File: src/rtl/jpu_pkg.sv
// Shared JPU constants: default register-file geometry and clear-sequencer states.
package jpu_pkg;
  localparam int JPU_WORD_W = 16;
  localparam int JPU_NREGS  = 8;

  typedef enum logic {
    CLEAR = 1'b0,
    RUN   = 1'b1
  } clr_state_e;
endpackage

File: src/rtl/jpu_regfile_if.sv
// Decode/ALU-facing bus of the JPU register file: one write port, paired A/B reads.
interface jpu_regfile_if #(
  parameter int WIDTH = 16,
  parameter int DEPTH = 8
);
  localparam int AW = $clog2(DEPTH);

  logic             enable;
  logic             wr_en;
  logic [AW-1:0]    wr_addr;
  logic [WIDTH-1:0] wr_data;
  logic             rd_en;
  logic [AW-1:0]    rd_addr_a;
  logic [AW-1:0]    rd_addr_b;
  logic [WIDTH-1:0] rd_data_a;
  logic [WIDTH-1:0] rd_data_b;
  logic             rd_valid;
  logic             ready;

  modport master (
    output enable, wr_en, wr_addr, wr_data, rd_en, rd_addr_a, rd_addr_b,
    input  rd_data_a, rd_data_b, rd_valid, ready
  );

  modport slave (
    input  enable, wr_en, wr_addr, wr_data, rd_en, rd_addr_a, rd_addr_b,
    output rd_data_a, rd_data_b, rd_valid, ready
  );
endinterface

File: src/rtl/jpu_regfile_clr.sv
// Post-reset clear sequencer: sweeps every entry to zero once, then holds ready.
module jpu_regfile_clr
  import jpu_pkg::*;
#(
  parameter int DEPTH = JPU_NREGS
) (
  input  logic                     clock,
  input  logic                     reset_n,
  output logic                     clr_we,
  output logic [$clog2(DEPTH)-1:0] clr_addr,
  output logic                     ready
);
  localparam int AW = $clog2(DEPTH);

  clr_state_e    state, state_nx;
  logic [AW-1:0] clr_ptr, ptr_nx;

  always_ff @(posedge clock) begin
    if (!reset_n) begin
      state   <= CLEAR;
      clr_ptr <= '0;
    end else begin
      state   <= state_nx;
      clr_ptr <= ptr_nx;
    end
  end

  always_comb begin
    state_nx = state;
    ptr_nx   = clr_ptr;
    clr_we   = 1'b0;
    case (state)
      CLEAR: begin
        clr_we = 1'b1;
        ptr_nx = clr_ptr + AW'(1);
        if (clr_ptr == AW'(DEPTH - 1)) state_nx = RUN;
      end
      RUN:     state_nx = RUN;
      default: state_nx = CLEAR;
    endcase
  end

  assign clr_addr = clr_ptr;
  assign ready    = (state == RUN);
endmodule

File: src/rtl/jpu_regfile.sv
// JPU general-purpose register file, 1W/2R with registered reads and a post-reset clear.
// Build option: JPU_REGFILE_BYPASS_EN forwards same-cycle write data to a matching read.
module jpu_regfile
  import jpu_pkg::*;
#(
  parameter int WIDTH    = JPU_WORD_W,
  parameter int DEPTH    = JPU_NREGS,
  parameter int ZERO_REG = 0
) (
  input  logic          clock,
  input  logic          reset_n,
  jpu_regfile_if.slave  bus
);
  localparam int AW = $clog2(DEPTH);

  logic [WIDTH-1:0] mem [DEPTH];

  logic             clr_we, ready;
  logic [AW-1:0]    clr_addr;
  logic             wr_acc, rd_acc, wr_keep;
  logic             mem_we;
  logic [AW-1:0]    mem_addr;
  logic [WIDTH-1:0] mem_din;
  logic [WIDTH-1:0] rd_a, rd_b;
  logic [WIDTH-1:0] q_a, q_b;
  logic             q_vld;

  jpu_regfile_clr #(.DEPTH(DEPTH)) u_clr (
    .clock    (clock),
    .reset_n  (reset_n),
    .clr_we   (clr_we),
    .clr_addr (clr_addr),
    .ready    (ready)
  );

  assign wr_acc  = ready & bus.enable & bus.wr_en;
  assign rd_acc  = ready & bus.enable & bus.rd_en;
  assign wr_keep = wr_acc & ~((ZERO_REG != 0) && (bus.wr_addr == '0));

  // Clear and user writes never overlap: clr_we is only high while ready is low.
  assign mem_we   = clr_we | wr_keep;
  assign mem_addr = clr_we ? clr_addr : bus.wr_addr;
  assign mem_din  = clr_we ? '0 : bus.wr_data;

  always_ff @(posedge clock) begin
    if (mem_we) mem[mem_addr] <= mem_din;
  end

  always_comb begin
    rd_a = mem[bus.rd_addr_a];
    rd_b = mem[bus.rd_addr_b];
`ifdef JPU_REGFILE_BYPASS_EN
    if (wr_acc && (bus.wr_addr == bus.rd_addr_a)) rd_a = bus.wr_data;
    if (wr_acc && (bus.wr_addr == bus.rd_addr_b)) rd_b = bus.wr_data;
`else
`endif
    // Zero register wins over forwarding as well as over stored contents.
    if ((ZERO_REG != 0) && (bus.rd_addr_a == '0)) rd_a = '0;
    if ((ZERO_REG != 0) && (bus.rd_addr_b == '0)) rd_b = '0;
  end

  always_ff @(posedge clock) begin
    if (!reset_n) begin
      q_vld <= 1'b0;
      q_a   <= '0;
      q_b   <= '0;
    end else begin
      q_vld <= rd_acc;
      if (rd_acc) begin
        q_a <= rd_a;
        q_b <= rd_b;
      end
    end
  end

  assign bus.rd_data_a = q_a;
  assign bus.rd_data_b = q_b;
  assign bus.rd_valid  = q_vld;
  assign bus.ready     = ready;
endmodule

File: src/flat_wrapper.sv
// flat-port wrapper written by rule: the top's interface ports become plain ports
module jpu_regfile_flat import jpu_pkg::*;
#(
  parameter int WIDTH    = JPU_WORD_W,
  parameter int DEPTH    = JPU_NREGS,
  parameter int ZERO_REG = 0
)
  (clock, reset_n, bus_enable, bus_wr_en, bus_wr_addr, bus_wr_data, bus_rd_en, bus_rd_addr_a, bus_rd_addr_b, bus_rd_data_a, bus_rd_data_b, bus_rd_valid, bus_ready);
  jpu_regfile_if #(.WIDTH(WIDTH), .DEPTH(DEPTH)) bus_i ();
  input  logic clock;
  input  logic reset_n;
  input wire logic [$bits(bus_i.enable)-1:0] bus_enable;
  input wire logic [$bits(bus_i.wr_en)-1:0] bus_wr_en;
  input wire logic [$bits(bus_i.wr_addr)-1:0] bus_wr_addr;
  input wire logic [$bits(bus_i.wr_data)-1:0] bus_wr_data;
  input wire logic [$bits(bus_i.rd_en)-1:0] bus_rd_en;
  input wire logic [$bits(bus_i.rd_addr_a)-1:0] bus_rd_addr_a;
  input wire logic [$bits(bus_i.rd_addr_b)-1:0] bus_rd_addr_b;
  output wire logic [$bits(bus_i.rd_data_a)-1:0] bus_rd_data_a;
  output wire logic [$bits(bus_i.rd_data_b)-1:0] bus_rd_data_b;
  output wire logic [$bits(bus_i.rd_valid)-1:0] bus_rd_valid;
  output wire logic [$bits(bus_i.ready)-1:0] bus_ready;
  assign bus_i.enable = bus_enable;
  assign bus_i.wr_en = bus_wr_en;
  assign bus_i.wr_addr = bus_wr_addr;
  assign bus_i.wr_data = bus_wr_data;
  assign bus_i.rd_en = bus_rd_en;
  assign bus_i.rd_addr_a = bus_rd_addr_a;
  assign bus_i.rd_addr_b = bus_rd_addr_b;
  assign bus_rd_data_a = bus_i.rd_data_a;
  assign bus_rd_data_b = bus_i.rd_data_b;
  assign bus_rd_valid = bus_i.rd_valid;
  assign bus_ready = bus_i.ready;
  jpu_regfile #(.WIDTH(WIDTH), .DEPTH(DEPTH), .ZERO_REG(ZERO_REG)) u_core (.clock(clock), .reset_n(reset_n), .bus(bus_i));
endmodule
File: config.mk
export PLATFORM = sky130hd
export DESIGN_NAME = jpu_regfile_flat
export DESIGN_NICKNAME = d
export VERILOG_FILES = /design/src/rtl/jpu_pkg.sv /design/src/rtl/jpu_regfile_if.sv /design/src/rtl/jpu_regfile_clr.sv /design/src/rtl/jpu_regfile.sv /design/src/flat_wrapper.sv
export SDC_FILE = /design/constraint.sdc
export NUM_CORES = 1
export LEC_CHECK = 0
export CAP_MARGIN = 30
export CORE_ASPECT_RATIO = 1.2
export CORE_MARGIN = 8
export CORE_UTILIZATION = 40
export DETAILED_ROUTE_END_ITERATION = 8
export GPL_TIMING_DRIVEN = 0
export PLACE_DENSITY = 0.69
export SKIP_CTS_REPAIR_TIMING = 1
export SLEW_MARGIN = 30
export SYNTH_ARGS = -nofsm -noshare
export SYNTH_HDL_FRONTEND = slang
export SYNTH_SLANG_ARGS = --single-unit
File: constraint.sdc
create_clock -name clock -period 2.3 [get_ports clock]
set_clock_uncertainty 0.05 [all_clocks]
set_input_delay 0.69 -clock clock [delete_from_list [all_inputs] [get_ports clock]]
set_output_delay 0.69 -clock clock [all_outputs]
set_load 0.02 [all_outputs]
Word level (Yosys, flattened, before mapping)
Memories as Yosys holds them, arrays and structs flattened. A register that Yosys moved wholly into a read port is not among the register bits.
Cells that the tools add are included.
- bits in latches: 0
- memory bits (writable): 128
- bits of input ports: 30
- flip-flop bits (word level): 5
- ROM bits: 0
- memories: 1
- logic and storage cells: 20
- memory list (name ; depth ; bits a word ; rd ports ; clocked after Yosys merged registers in ; wr ports ; line ; text):
    u_core.mem ; 8 ; 16 ; 2 ; 2 ; 1 ; jpu_regfile.sv:16 ; logic [WIDTH-1:0] mem [DEPTH];
- multipliers: 0
- divide/modulo/power cells: 0
- equality and inequality tests: 1
- shifts and indexed selects: 0
- $lt $le $gt $ge: 0
- add/subtract/negate cells: 1
- reductions and logical operators: 2
- bitwise logic cells: 5
- muxes and demuxes: 7
- operator list (operator ; count):
    two-way mux 16 bit ; 1
    two-way mux 1 bit ; 4
    adder 3 x 1 -> 3 bit (second input constant) ; 1
    bitwise AND 1 bit ; 3
    == test 3 bit (second input constant) ; 1
    two-way mux 3 bit ; 1
    logical NOT 1 bit ; 2
    case mux 1 bit (2 select lines) ; 1
    inverter 1 bit ; 1
    bitwise OR 1 bit ; 1

Depth between registers and ports, before layout
- word-level depth: 5
- mapped depth: 6
- gate-level depth less buffers: 4

Hierarchy
A second synthesis with hierarchy kept.
- cells, all modules: 557
- area total of the unflattened synthesis: 7526.0 um2
- by module, submodules not included (module ; cells each ; times used ; area each (um2)):
    jpu_regfile ; 542 ; 1 ; 7357.1
    jpu_regfile_clr ; 15 ; 1 ; 168.9

Worst setup path after synthesis
Ideal clock, no wire load.
- path kind: input to register
- start: input port bus_wr_en
- end: memory u_core.mem[0][0] (enable)
- required time: 1862 ps
- stages on the path: 4
- arrival time: 1689 ps
- setup slack: 173 ps
- cell sequence: nand2_1 o21ai_0 nand2b_1 nor2_1
- cells in the longest elaborated chain, start to end: 4
- RTL lines (what ; line ; text):
    start, declared ; flat_wrapper.sv:13 ; input wire logic [$bits(bus_i.wr_en)-1:0] bus_wr_en;
    bitwise AND 1 bit ; jpu_regfile.sv:36 ; assign wr_acc = ready & bus.enable & bus.wr_en;
    bitwise OR 1 bit ; jpu_regfile.sv:41 ; assign mem_we = clr_we | wr_keep;
    two-way mux 1 bit ; jpu_regfile.sv:46 ; if (mem_we) mem[mem_addr] <= mem_din;
    two-way mux 1 bit (implied by the code) ; jpu_regfile.sv:46 ;
    end, declared ; jpu_regfile.sv:16 ;
Every way passes these cells.

==> results_dict.tcl <==
set metrics [dict create \
    cts-htree-levels 4 \
    fmax_mhz 459.7 \
    yosys.area.top_type "edfxtp_1" \
    p_total_mw 7.031 \
    synth_area_um2 7518 \
    slowest_delay_ns 0.48 \
    synth.avg_cell_area_um2 13.52 \
    power_density_nw_per_um2 756.9 \
    cts.sinks 165 \
    grt_max_degree 17 \
    layout_min_cycle_time_ns 2.175 \
    comb_power_share_pct 9.6 \
    fin_util_pct 49.82 \
    setup.worst_path.class "in2reg" \
    vias 5294 \
    crit_fanout 10 \
    reg2reg_depth 4 \
    min_to "u_core.bus.rd_data_a[2]" \
    fp.dieW_um 141.2 \
    fin_crit_sh_pct 94.58 \
    synth_area_leaders "edfxtp_1 51%, mux2i_1 17%, dfxtp_1 9.9%, a22oi_1 6.4%, a21oi_1 2.3%" \
    p_sw_share_pct 22.37 \
    core_um2 18650 \
    vias_per_cell 5.798 \
    final_hold_viol_count 0 \
    synth_top_area_share_pct 51.12 \
    end_kind "flip-flop" \
    tightest_slew_ns 0.6840 \
    critPathArrivalTime_ns 2.44 \
    drt_wl_total_mm 21.92 \
    synth.most_common_cell "mux2i_1" \
    dieArea_um2 23460 \
    vdd.ir_drop.worst_v 0.0005924 \
    p_int_mw 5.459 \
    dpl.hpwl_mm 14.15 \
    antenna_found_initial 0 \
    drive_gt1_share_pct 12.02 \
    crit_path_cell_trace "clkdlybuf4s50_1 -> nor2_2 -> buf_2 -> a22oi_1 -> a21oi_1 -> nor2_1" \
    drt_pass1_iterations 7 \
    overflow 0 \
    track_usage_pct 18.34 \
    setup_viol 0 \
    route.detailed.drc 0 \
    synth.distinct_cells 27 \
    cts_tree "done" \
    fin_ws_ns 0.1247 \
    synthArstFlopShare_pct 0 \
    synth_ff_type "edfxtp_1" \
    io_pins 64 \
    hold_depth 2 \
    reg2reg_slack_ns 0.27 \
    holdCritStartpoint "u_core.bus.rd_data_a[2]" \
    slowest_stage "clkdlybuf4s50_1" \
    fin_setup_tns_ns 0 \
    detail_route.wl_per_cell_um 24.01 \
    cts_buffers 17 \
    clkTransAtPathRegs_ns 0.06 \
    regToRegStartpoint "u_core.u_clr.ready" \
    num_rows 55 \
    syn_inst 556 \
    p_clk_share_pct 42.0 \
    root_buffer "clkbuf_16" \
    max_slew_margin_pct 54.40 \
    synth-edff-count 128 \
    area_growth_pct 23.56 \
    required_ns 2.57 \
    syn_nets 588 \
    grt_pass1_vias 5415 \
    maxCapViolCount 0 \
    status "completed" \
    startpoint_type "primary input" \
    rsz0062_at_grt "false" \
    antenna_cells 0 \
    nNetsFinal 676 \
    yosysSeqAreaShare_pct 60.98 \
    die_y_um 166.2 \
    seqPwrFrac_pct 48.4 \
    clock_latency_ns 0.42 \
    synth_warnings 0 \
    pre_cts_ws_ns -0.4592 \
    port-buffer-count 60 \
    leakagePower_nw 3.343 \
    initial_core_util_pct 40.32 \
    slew_viol_final 0 \
    grt_pass1_wl_mm 31.87 \
    ant_nets 0 \
    gp_congestion 0.8532 \
    reg2reg_to "u_core.mem[3][10]" \
    synth_common_cells "130 x mux2i_1, 128 x edfxtp_1, 64 x a22oi_1" \
    power_switching_mw 1.573 \
    drt-initial-drc-count 600 \
    synth-seq-cells 165 \
    clock_path_buffers 2 \
    hold_path.class "reg2reg" \
]
-- cell usage in the layout, fill, tap and decap left out, types with 2 or more instances in the layout --
master	count
edfxtp_1	128
nand2_1	3
mux2i_1	130
bufinv_16	4
a22oi_1	64
nor3b_1	2
nor2b_1	8
clkinvlp_4	3
nor2_1	36
clkdlybuf4s50_1	59
a21oi_1	34
buf_8	6
buf_12	13
buf_2	12
nor2_4	8
clkbuf_1	13
dfxtp_1	37
clkinv_2	2
ha_1	2
nor2_2	2
and2_1	19
clkbuf_16	17
buf_6	4
buf_4	6
o21ai_0	33
a31oi_1	2
-- power by group through the flow --
| stage | Sequential, mW | Combinational [mW] | Clock [mW] |
|---|---|---|---|
| global placement | 3.46 | 0.572 | 0 |
| floorplan | 3.44 | 0.377 | 0 |
| detailed placement | 3.46 | 0.623 | 0 |
| global route | 3.41 | 0.703 | 3.09 |
| CTS | 3.40 | 0.626 | 2.96 |
| finish | 3.40 | 0.675 | 2.95 |
-- state kept, by name (all words and copies together) (netlist names) --
name	flops
u_core.bus.rd_data_b	16
u_core.mem	128
u_core.u_clr.ready	1
u_core.u_clr.clr_addr	3
u_core.bus.rd_valid	1
u_core.bus.rd_data_a	16
-- per-stage QoR --
| step | area (um^2) | hold slack (ns) | cells |
|---|---|---|---|
| finish | 9290 | 0.4824 | 913 |
| global route | 9290 | 0.5045 | 913 |
| CTS | 9140 | 0.4834 | 906 |
| detailed placement | 8529 | 0.4658 | 874 |
| global placement | 8439 | 0.4637 | 872 |
| floorplan | 7518 | 0.4450 | 556 |
-- worst max-delay path: cells and delay by family --
family,cells,cell delay [ns]
buf+inv,2,0.90
compound gates,2,0.36
simple gates,2,0.48
-- worst max-delay path by stage --
stage	start	endpoint	slack, ns	cells after the start
floorplan	bus_wr_en	u_core.mem[0][0]	0.17	4
global placement	bus_enable	u_core.mem[2][2]	-1.19	5
detailed placement	bus_enable	u_core.mem[1][2]	-0.46	3
CTS	bus_enable	u_core.mem[1][2]	-0.02	3
global route	bus_enable	u_core.bus.rd_data_a[3]	0.02	5
finish	bus_rd_addr_b[1]	u_core.bus.rd_data_b[1]	0.12	6
-- logic make-up after synthesis --
| group | after synthesis | share of synthesized area, % |
|---|---|---|
| AND/OR/NAND/NOR | 82 | 5.259 |
| multiplexers | 130 | 17.31 |
| buffers and inverters | 42 | 4.893 |
| AO/OA/AOI/OAI | 135 | 11.23 |
| flip-flops | 165 | 60.98 |
| adder cells (fa/ha/maj) | 2 | 0.3328 |
-- layer usage --
| layer | global-route usage [%] | up-vias | share of wire, % | wire (um) |
|---|---|---|---|---|
| met5 | 0 | - | 0 | 0 |
| li1 | - | 2301 | - | - |
| met1 | 21.90 | 2682 | 39 | 8622 |
| met3 | 3.825 | 36 | 7.8 | 1704 |
| met4 | 7.912 | 0 | 2.6 | 571 |
| met2 | 31.25 | 275 | 50 | 11020 |
-- area by class of cell --
cell class / instances / area (um^2)
Buffer: 41 / 364.1
Fill cell: 1567 / 9359
Sequential cell: 165 / 4584
Multi-Input combinational cell: 349 / 2634
Tap cell: 256 / 320.3
Clock inverter: 10 / 156.4
Timing Repair Buffer: 69 / 773.2
Clock buffer: 22 / 454.2
Inverter: 1 / 3.754
Note: power is estimated with default switching activity, not from simulation.
